==> src/rtl/noc_arb_pkg.sv <==
// Shared definitions for the router output-port arbiters: port codes, lock states, credit width.
package noc_arb_pkg;

    localparam logic [2:0] PORT_N = 3'd0;
    localparam logic [2:0] PORT_S = 3'd1;
    localparam logic [2:0] PORT_W = 3'd2;
    localparam logic [2:0] PORT_E = 3'd3;
    localparam logic [2:0] PORT_L = 3'd4;

    typedef enum logic {
        ARB_IDLE   = 1'b0,
        ARB_LOCKED = 1'b1
    } arb_state_t;

    // Width able to hold every value 0..depth inclusive.
    function automatic int credit_width(input int depth);
        return $clog2(depth + 1);
    endfunction

endpackage

==> src/rtl/rr_onehot_picker.sv <==
// Rotating-priority picker: first set req bit scanning ptr, ptr+1, ... (mod N); one-hot or zero.
// Purely combinational, zero latency; no backpressure of its own.
module rr_onehot_picker #(
    parameter int N = 4,
    localparam int PW = (N > 1) ? $clog2(N) : 1
) (
    input  logic [N-1:0]  req_i,
    input  logic [PW-1:0] ptr_i,
    output logic [N-1:0]  gnt_o
);

    logic [PW:0]   sum;
    logic [PW-1:0] idx;

    // Scan from the farthest offset down so the nearest request to ptr is written last.
    always_comb begin
        gnt_o = '0;
        sum   = '0;
        idx   = '0;
        for (int k = N - 1; k >= 0; k--) begin
            sum = {1'b0, ptr_i} + (PW + 1)'(k);
            if (sum >= (PW + 1)'(N)) begin
                sum = sum - (PW + 1)'(N);
            end
            idx = sum[PW-1:0];
            if (req_i[idx]) begin
                gnt_o      = '0;
                gnt_o[idx] = 1'b1;
            end
        end
    end

endmodule

==> src/rtl/noc_rr_output_arbiter.sv <==
// Round-robin output-port arbiter with wormhole locking and downstream credit tracking.
// Zero-cycle grant; no grant while credits are exhausted, state advances on the following edge.
module noc_rr_output_arbiter
    import noc_arb_pkg::*;
#(
    parameter int                NUM_IN       = 4,
    parameter int                ADDR_W       = 3,
    parameter logic [ADDR_W-1:0] PORT_ID      = ADDR_W'(PORT_W),
    parameter int                CREDIT_DEPTH = 4,
    localparam int               IDX_W        = $clog2(NUM_IN),
    localparam int               CRED_W       = credit_width(CREDIT_DEPTH)
) (
    input  logic                     clk,
    input  logic                     reset,
    input  logic [NUM_IN-1:0]        req_valid_i,
    input  logic [NUM_IN*ADDR_W-1:0] req_addr_i,
    input  logic [NUM_IN-1:0]        req_tail_i,
    input  logic                     credit_return_i,
    output logic [NUM_IN-1:0]        grant_o,
    output logic                     grant_valid_o,
    output logic [IDX_W-1:0]         grant_idx_o,
    output logic                     locked_o,
    output logic [CRED_W-1:0]        credits_o,
    output logic                     credit_err_o
);

    arb_state_t        state_q;
    logic [IDX_W-1:0]  owner_q;
    logic [IDX_W-1:0]  ptr_q;
    logic [IDX_W-1:0]  ptr_d;
    logic [CRED_W-1:0] credits_q;
    logic [CRED_W-1:0] credits_d;
    logic              err_q;
    logic              err_d;

    logic [NUM_IN-1:0] elig;
    logic [NUM_IN-1:0] pick_req;
    logic [NUM_IN-1:0] pick_gnt;
    logic              win_tail;

    always_comb begin
        elig = '0;
        for (int i = 0; i < NUM_IN; i++) begin
            elig[i] = req_valid_i[i] && (req_addr_i[i*ADDR_W +: ADDR_W] == PORT_ID);
        end
    end

    // While a packet owns the port, everyone but the owner is masked out.
    assign pick_req = (state_q == ARB_LOCKED) ? (elig & (NUM_IN'(1) << owner_q)) : elig;

    rr_onehot_picker #(.N(NUM_IN)) u_picker (
        .req_i (pick_req),
        .ptr_i (ptr_q),
        .gnt_o (pick_gnt)
    );

    assign grant_o       = ((credits_q != '0) && !reset) ? pick_gnt : '0;
    assign grant_valid_o = |grant_o;
    assign win_tail      = |(grant_o & req_tail_i);

    always_comb begin
        grant_idx_o = '0;
        for (int i = 0; i < NUM_IN; i++) begin
            if (grant_o[i]) begin
                grant_idx_o = IDX_W'(i);
            end
        end
    end

    assign ptr_d = (grant_idx_o == IDX_W'(NUM_IN - 1)) ? '0 : grant_idx_o + IDX_W'(1);

    // A return arriving with the counter already full is a protocol error; the count saturates.
    always_comb begin
        credits_d = credits_q;
        err_d     = err_q;
        case ({grant_valid_o, credit_return_i})
            2'b10: credits_d = credits_q - CRED_W'(1);
            2'b01: begin
                if (credits_q == CRED_W'(CREDIT_DEPTH)) begin
                    err_d = 1'b1;
                end else begin
                    credits_d = credits_q + CRED_W'(1);
                end
            end
            default: ;
        endcase
    end

    always_ff @(posedge clk or posedge reset) begin
        if (reset) begin
            state_q   <= ARB_IDLE;
            owner_q   <= '0;
            ptr_q     <= '0;
            credits_q <= CRED_W'(CREDIT_DEPTH);
            err_q     <= 1'b0;
        end else begin
            credits_q <= credits_d;
            err_q     <= err_d;
            if (grant_valid_o) begin
                if (win_tail) begin
                    state_q <= ARB_IDLE;
                    ptr_q   <= ptr_d;
                end else begin
                    state_q <= ARB_LOCKED;
                    owner_q <= grant_idx_o;
                end
            end
        end
    end

    assign locked_o     = (state_q == ARB_LOCKED);
    assign credits_o    = credits_q;
    assign credit_err_o = err_q;

endmodule

==> config.mk <==
export PLATFORM = sky130hd
export DESIGN_NAME = noc_rr_output_arbiter
export DESIGN_NICKNAME = d
export VERILOG_FILES = /design/src/rtl/noc_arb_pkg.sv /design/src/rtl/rr_onehot_picker.sv /design/src/rtl/noc_rr_output_arbiter.sv
export SDC_FILE = /design/constraint.sdc
export NUM_CORES = 1
export LEC_CHECK = 0
export CORE_MARGIN = 2
export CORE_UTILIZATION = 45
export DETAILED_ROUTE_END_ITERATION = 8
export GPL_TIMING_DRIVEN = 0
export PLACE_DENSITY = 0.83
export SYNTH_ARGS = -nofsm -noshare
export SYNTH_HDL_FRONTEND = slang
export SYNTH_SLANG_ARGS = --single-unit
==> constraint.sdc <==
create_clock -name clk -period 4.9 [get_ports clk]
set_input_delay 0.98 -clock clk [delete_from_list [all_inputs] [get_ports clk]]
set_output_delay 0.98 -clock clk [all_outputs]
set_load 0.005 [all_outputs]
==> results.sh, run 1 <==
export IMPL_synth_xor_area_share_pct=0.808
export IMPL_io_pins=35
export IMPL_root_buffer="clkbuf_4"
export IMPL_fin_crit_sh_pct=99.2
export IMPL_synth_area_um2=1080
export IMPL_final_cell_mix="29 x clkdlybuf4s50_1, 9 x a21oi_1, 8 x nand3_1, 8 x ha_1, 8 x dfrtp_1"
export IMPL_wl_um=3600
export IMPL_slowest_delay_ps=670
export IMPL_synth_ff_latch_count=9
export IMPL_overflow=0
export IMPL_crit_path_start_kind="input port"
export IMPL_final_common_cell="clkdlybuf4s50_1"
export IMPL_synth_cell_types=42
export IMPL_p_seq_share_pct=25.0
export IMPL_crit_arrival_ps=3880
export IMPL_fmax_ghz=0.206
export IMPL_fin_skew_ps=2.22
export IMPL_synthAdderAreaFrac_pct=11.1
export IMPL_p_int_w=0.000354
export IMPL_path_cells="clkdlybuf4s50_1 > nand4bb_4 > nor3_1 > nor4_1 > nand3_1 > a2111oi_2 > clkdlybuf4s50_1"
export IMPL_die_area_um2=2820
export IMPL_power_density_nw_per_um2=362
export IMPL_postSynthCellCount=122
export IMPL_setup_viol=0
export IMPL_ctsHoldBuffers=0
export IMPL_maxCapViolations=0
export IMPL_drtAntennaViolNets=0
export IMPL_grt_max_degree=13
export IMPL_grt_pass1_vias=1210
export IMPL_endpoint_kind="output port"
export IMPL_ys_warn_count=0
export IMPL_finalNonFillerCells=195
export IMPL_hold_start="credit_err_o"
export IMPL_whs_path_depth=1
export IMPL_initial_core_util_pct=48.1
export IMPL_rr_endpoint="credits_o[1]"
export IMPL_antenna_cells=0
export IMPL_synth_edf_count=0
export IMPL_insertion_delay_ps=260
export IMPL_post_drt_wl_per_cell_um=18.4
export IMPL_hold_violations=0
export IMPL_cp_max_fo=4
export IMPL_dp_cells=184
export IMPL_synth_compound_area_share_pct=29.3
export IMPL_synth_simple_area_share_pct=26.9
export IMPL_drive_above_1_share_pct=24.0
export IMPL_timing_final_crit_period_ps=4860
export IMPL_track_usage_pct=27.7
export IMPL_cts_buffers=3
export IMPL_core_um2=2250
export IMPL_ir_drop_uv=285
export IMPL_p_sw_w=0.000292
export IMPL_dr_pass1_iters=5
export IMPL_antenna_found_initial=0
export IMPL_clkTransAtPathRegs_ps=70
export IMPL_final_fill_count=147
export IMPL_clkSinkCount=9
export IMPL_synthToLayoutAreaGrowth_pct=64.5
export IMPL_synthArstFlopShare_pct=100
export IMPL_ys_seq_area_share_pct=20.9
export IMPL_r2r_slack_ps=410
export IMPL_crit_slowest_cell="nor4_1"
export IMPL_slew_violations=0
export IMPL_regToRegStartpoint="ptr_q[0]"
export IMPL_h_tree_depth=1
export IMPL_whs_endpoint="credit_err_o"
export IMPL_num_vias=1281
export IMPL_io_buffers=34
export IMPL_synth_avg_cell_area_um2=8.88
export IMPL_worst_pin_slew_ps=1310
export IMPL_nNetsFinal=200
export IMPL_rr_worst_depth=16
export IMPL_crit_top_cell="clkdlybuf4s50_1"
export IMPL_clk_path_buf_depth=2
export IMPL_via_per_inst=6.57
export IMPL_worstHoldPathType="reg -> reg"
export IMPL_slew_headroom_pct=11.6
export IMPL_finalWorstSetupSlack_ps=41.0
export IMPL_place_gp_congestion=0.923
export IMPL_status="completed"
export IMPL_switching_share_pct=45.2
export IMPL_timing_hold_ws_ps=500
export IMPL_drt_iter0_markers=41
export IMPL_p_leak_nw=0.671
export IMPL_pwr_share_clk_pct=9.2
export IMPL_synth_nets=154
export IMPL_pre_cts_slack_ps=-500
export IMPL_drc=0
export IMPL_dieWidth_um=53.1
export IMPL_hpwl_um=2330
export IMPL_tritoncts="yes"
export IMPL_synthFlopType="dfrtp_1"
export IMPL_grt_first_pass_wirelength_um=5710
export IMPL_critPathKind="in -> out"
export IMPL_crit_required_ps=3920
export IMPL_synth_top_family_by_area="compound AO/OA/AOI/OAI gates"
export IMPL_power_frac_comb_pct=65.7
export IMPL_row_count=17
export IMPL_dieHeight_um=53.1
export IMPL_synthMuxAreaShare_pct=7.04
==> metrics by stage <==
stage	setup TNS, ps	util, %	cell area, um^2	total power, W
3_3_place_gp	-1320	64.7	1460	0.000499
6_report	0	79.1	1780	0.000646
2_1_floorplan	0	-	1080	0.000380
3_5_place_dp	-1760	64.7	1460	0.000516
5_1_grt	-14.9	79.1	1780	0.000693
4_1_cts	0	75.4	1700	0.000624
==> critical path: cells and delay by family <==
family | cells | cell delay [ps]
AND/OR/NAND/NOR | 4 | 1160
buffers and inverters | 2 | 1070
AO/OA/AOI/OAI | 1 | 660
==> cell usage after synthesis (4+ instances only) <==
cell type / number / area share (%)
nand2b_1: 6 / 3.5
nand3_1: 8 / 3.7
dfrtp_1: 8 / 18
nand4bb_1: 4 / 4.2
ha_1: 8 / 9.2
nor4_1: 7 / 4.0
a21oi_1: 9 / 4.2
a2111oi_0: 6 / 4.8
inv_1: 7 / 2.4
a2111oi_1: 5 / 4.6
nor2_1: 7 / 2.4
==> registers in the layout (all words and copies together) (netlist names) <==
name and count:
ptr_q 2, locked_o 1, owner_q 2, credit_err_o 1, credits_o 3
==> worst max path at each step <==
stage | cells past startpoint | slack, ps | endpoint | start
finish | 7 | 40 | grant_o[0] | req_addr_i[11]
global route | 7 | -10 | grant_o[3] | req_addr_i[8]
CTS | 9 | 20 | grant_idx_o[1] | req_addr_i[11]
detailed placement | 9 | -500 | grant_valid_o | req_addr_i[2]
global placement | 9 | -420 | grant_valid_o | req_addr_i[2]
floorplan | 11 | 780 | credits_o[2] | req_addr_i[11]
==> layout make-up <==
cell class	count	area [um^2]	area share [%]
inverters	7	26.3	1.47
clock buffers	4	26.3	1.47
flip-flops and latches	9	226	12.7
repair buffers	42	414	23.2
multi-input cells	104	1050	58.9
plain buffers	1	5.00	0.281
well taps	28	35.0	1.96
==> logic make-up after synthesis <==
group           Yosys count
buf+inv                   9
flops                     9
simple gates             47
compound gates           42
xor+xnor                  1
fa+ha+maj                 9
mux                       5
==> routing by layer <==
layer  global-route usage (%)  part of all wire (%)  wire [um]  up-vias
li1                         -                     -          -      585
met1                     33.3                    41       1480      632
met2                     50.0                    52       1880       56
met3                     4.52                   5.0        178        8
met4                     8.55                   1.6         57        0
met5                        0                     0          0        -
==> power by group through the flow <==
stage | clock network (W) | registers (W) | logic [W]
after floorplan | 0 | 0.000151 | 0.000229
after CTS | 0.0000584 | 0.000160 | 0.000406
after global placement | 0 | 0.000158 | 0.000341
after detailed placement | 0 | 0.000160 | 0.000356
after global routing | 0.0000637 | 0.000168 | 0.000462
final | 0.0000595 | 0.000162 | 0.000425
==> repair_timing <==
item / CTS / global route
hold endpoints to repair: 0 / 0
pin swaps: 6 / 2
setup endpoints to repair: 7 / 7
buffers inserted: 4 / 4
gates resized for setup: 31 / 7
Power figures use the tool's default switching activity.
==> run 2, diff against run 1 <==
--- a/config.mk
+++ b/config.mk
@@ -5,6 +5,7 @@
 export SDC_FILE = /design/constraint.sdc
 export NUM_CORES = 1
 export LEC_CHECK = 0
+export CAP_MARGIN = 20
 export CORE_MARGIN = 2
 export CORE_UTILIZATION = 45
 export DETAILED_ROUTE_END_ITERATION = 8
==> run 2 against run 1 <==
Effect of this change: sequential power about the same; highest routed layer unchanged; hold slack worse by 0.64 ps; clock power about the same; final cell count up 0.51%; critical path type unchanged; die area unchanged; non-clock buffer count up 1; critical endpoint is now grant_idx_o[1].
==> results.sh, run 2 (same netlist as run 1, synthesis figures left out) <==
export IMPL_status="completed"
export IMPL_hold_violations=0
export IMPL_ir_drop_uv=287
export IMPL_track_usage_pct=27.7
export IMPL_fin_crit_sh_pct=98.0
export IMPL_core_um2=2250
export IMPL_whs_endpoint="credit_err_o"
export IMPL_post_drt_wl_per_cell_um=18.9
export IMPL_design_area_um2=1780
export IMPL_overflow=0
export IMPL_setup_viol=0
export IMPL_whs_path_depth=1
export IMPL_worst_pin_slew_ps=569
export IMPL_slew_headroom_pct=62.0
export IMPL_num_vias=1278
export IMPL_p_leak_nw=0.641
export IMPL_rr_endpoint="credits_o[2]"
export IMPL_grt_busiest_layer="met2"
export IMPL_final_cell_mix="31 x clkdlybuf4s50_1, 9 x a21oi_1, 8 x nand3_1, 8 x ha_1"
export IMPL_dr_pass1_iters=4
export IMPL_slew_violations=0
export IMPL_clkTransAtPathRegs_ps=60
export IMPL_drtAntennaViolNets=0
export IMPL_power_density_nw_per_um2=365
export IMPL_hpwl_um=2330
export IMPL_drc=0
export IMPL_io_pins=35
export IMPL_drive_above_1_share_pct=24.4
export IMPL_clkSinkCount=9
export IMPL_maxCapViolations=0
export IMPL_crit_required_ps=3920
export IMPL_row_count=17
export IMPL_grt_pass1_vias=1210
export IMPL_h_tree_depth=1
export IMPL_crit_arrival_ps=3820
export IMPL_place_gp_congestion=0.923
export IMPL_cp_max_fo=5
export IMPL_rr_worst_depth=15
export IMPL_antenna_found_initial=0
export IMPL_cts_buffers=3
export IMPL_grt_first_pass_wirelength_um=5710
export IMPL_dieHeight_um=53.1
export IMPL_r2r_slack_ps=500
export IMPL_final_common_cell="clkdlybuf4s50_1"
export IMPL_ff_latch_area_um2=228
export IMPL_crit_path_start_kind="input port"
export IMPL_via_per_inst=6.52
export IMPL_fmax_ghz=0.208
export IMPL_tritoncts="yes"
export IMPL_grt_util_met3_pct=4.52
export IMPL_final_fill_count=145
export IMPL_insertion_delay_ps=260
export IMPL_die_area_um2=2820
export IMPL_timing_final_crit_period_ps=4800
export IMPL_fin_skew_ps=0.822
export IMPL_wl_um=3700
export IMPL_grt_max_degree=13
export IMPL_synthToLayoutAreaGrowth_pct=64.3
export IMPL_antenna_cells=0
export IMPL_regToRegStartpoint="ptr_q[0]"
export IMPL_root_buffer="clkbuf_4"
export IMPL_worstHoldPathType="reg -> reg"
export IMPL_io_buffers=34
export IMPL_grt_met1_usage_pct=33.3
export IMPL_setup_tns_ps=0
export IMPL_use_met2_pct=50.0
export IMPL_placed_area_um2=1460
export IMPL_hold_start="credit_err_o"
export IMPL_dieWidth_um=53.1
export IMPL_multi_input_area_um2=1050
export IMPL_endpoint_kind="output port"
export IMPL_largest_reg_flops=3
export IMPL_critPathKind="in -> out"
export IMPL_nNetsFinal=201
export IMPL_clk_path_buf_depth=2
export IMPL_initial_core_util_pct=48.1
export IMPL_drt_iter0_markers=51
run 2: changes by cell type in the layout (fill, tap and decap cells not counted):
| cell | change |
|---|---|
| clkdlybuf4s50_1 | +2 |
| fa_2 | -1 |
| buf_2 | +1 |
| dlymetal6s2s_1 | -2 |
| nor4_2 | +1 |
| dfrtp_1 | -1 |
| nand4bb_4 | -1 |
| dfrtp_2 | +1 |
| nor4_1 | -1 |
| fa_1 | +1 |
| a31o_2 | -1 |
| a31o_4 | +1 |
| nand4bb_1 | +1 |
run 2: area by class of cell:
cell class | instances | area share, %
inverter | 7 | 1.48
tap | 28 | 1.97
buffer | 1 | 0.281
timing repair buffer | 43 | 23.3
sequential | 9 | 12.8
clock buffer | 4 | 1.48
multi-input combinational | 104 | 58.7
run 2: worst max-delay path: stages:
cell	delay [ps]
clkdlybuf4s50_1	450
nand4bb_4	160
nor3_1	100
or4_4	630
a2111oi_4	420
a2111oi_4	140
buf_4	170
or2_2	310
clkdlybuf4s50_1	450
run 2: what timing repair did:
item / in CTS / in global routing
setup buffers: 4 / 4
pin swaps: 6 / 2
setup endpoints to repair: 7 / 7
gates resized for setup: 31 / 6
hold buffers: 0 / 0
run 2: worst max-delay path by stage:
stage | start | end | slack [ps]
floorplan | req_addr_i[11] | credits_o[2] | 780
global placement | req_addr_i[2] | grant_valid_o | -420
detailed placement | req_addr_i[2] | grant_valid_o | -500
CTS | req_addr_i[11] | grant_idx_o[1] | 20
global route | req_addr_i[0] | credits_o[2] | -30
finish | req_addr_i[11] | grant_idx_o[1] | 100
run 2: per-layer routing:
metal | vias up | wire [um]
met5 | - | 0
met3 | 6 | 212
met1 | 627 | 1540
li1 | 584 | -
met2 | 61 | 1900
met4 | 0 | 50
run 2: per-stage QoR:
stage / utilization [%] / setup slack (ps) / hold WS (ps) / cells / total power (W)
6_report: 79.0 / 97.5 / 500 / 196 / 0.000649
5_1_grt: 79.0 / -27.8 / 520 / 196 / 0.000692
4_1_cts: 75.4 / 19.3 / 501 / 191 / 0.000624
3_5_place_dp: 64.7 / -500 / 478 / 184 / 0.000516
3_3_place_gp: 64.7 / -418 / 464 / 184 / 0.000499
2_1_floorplan: - / 781 / 468 / 122 / 0.000380
run 2: power breakdown:
part / internal, W / switching [W]
clock: 0.0000315 / 0.0000279
combinational: 0.000214 / 0.000213
sequential: 0.000109 / 0.0000539
total: 0.000355 / 0.000294
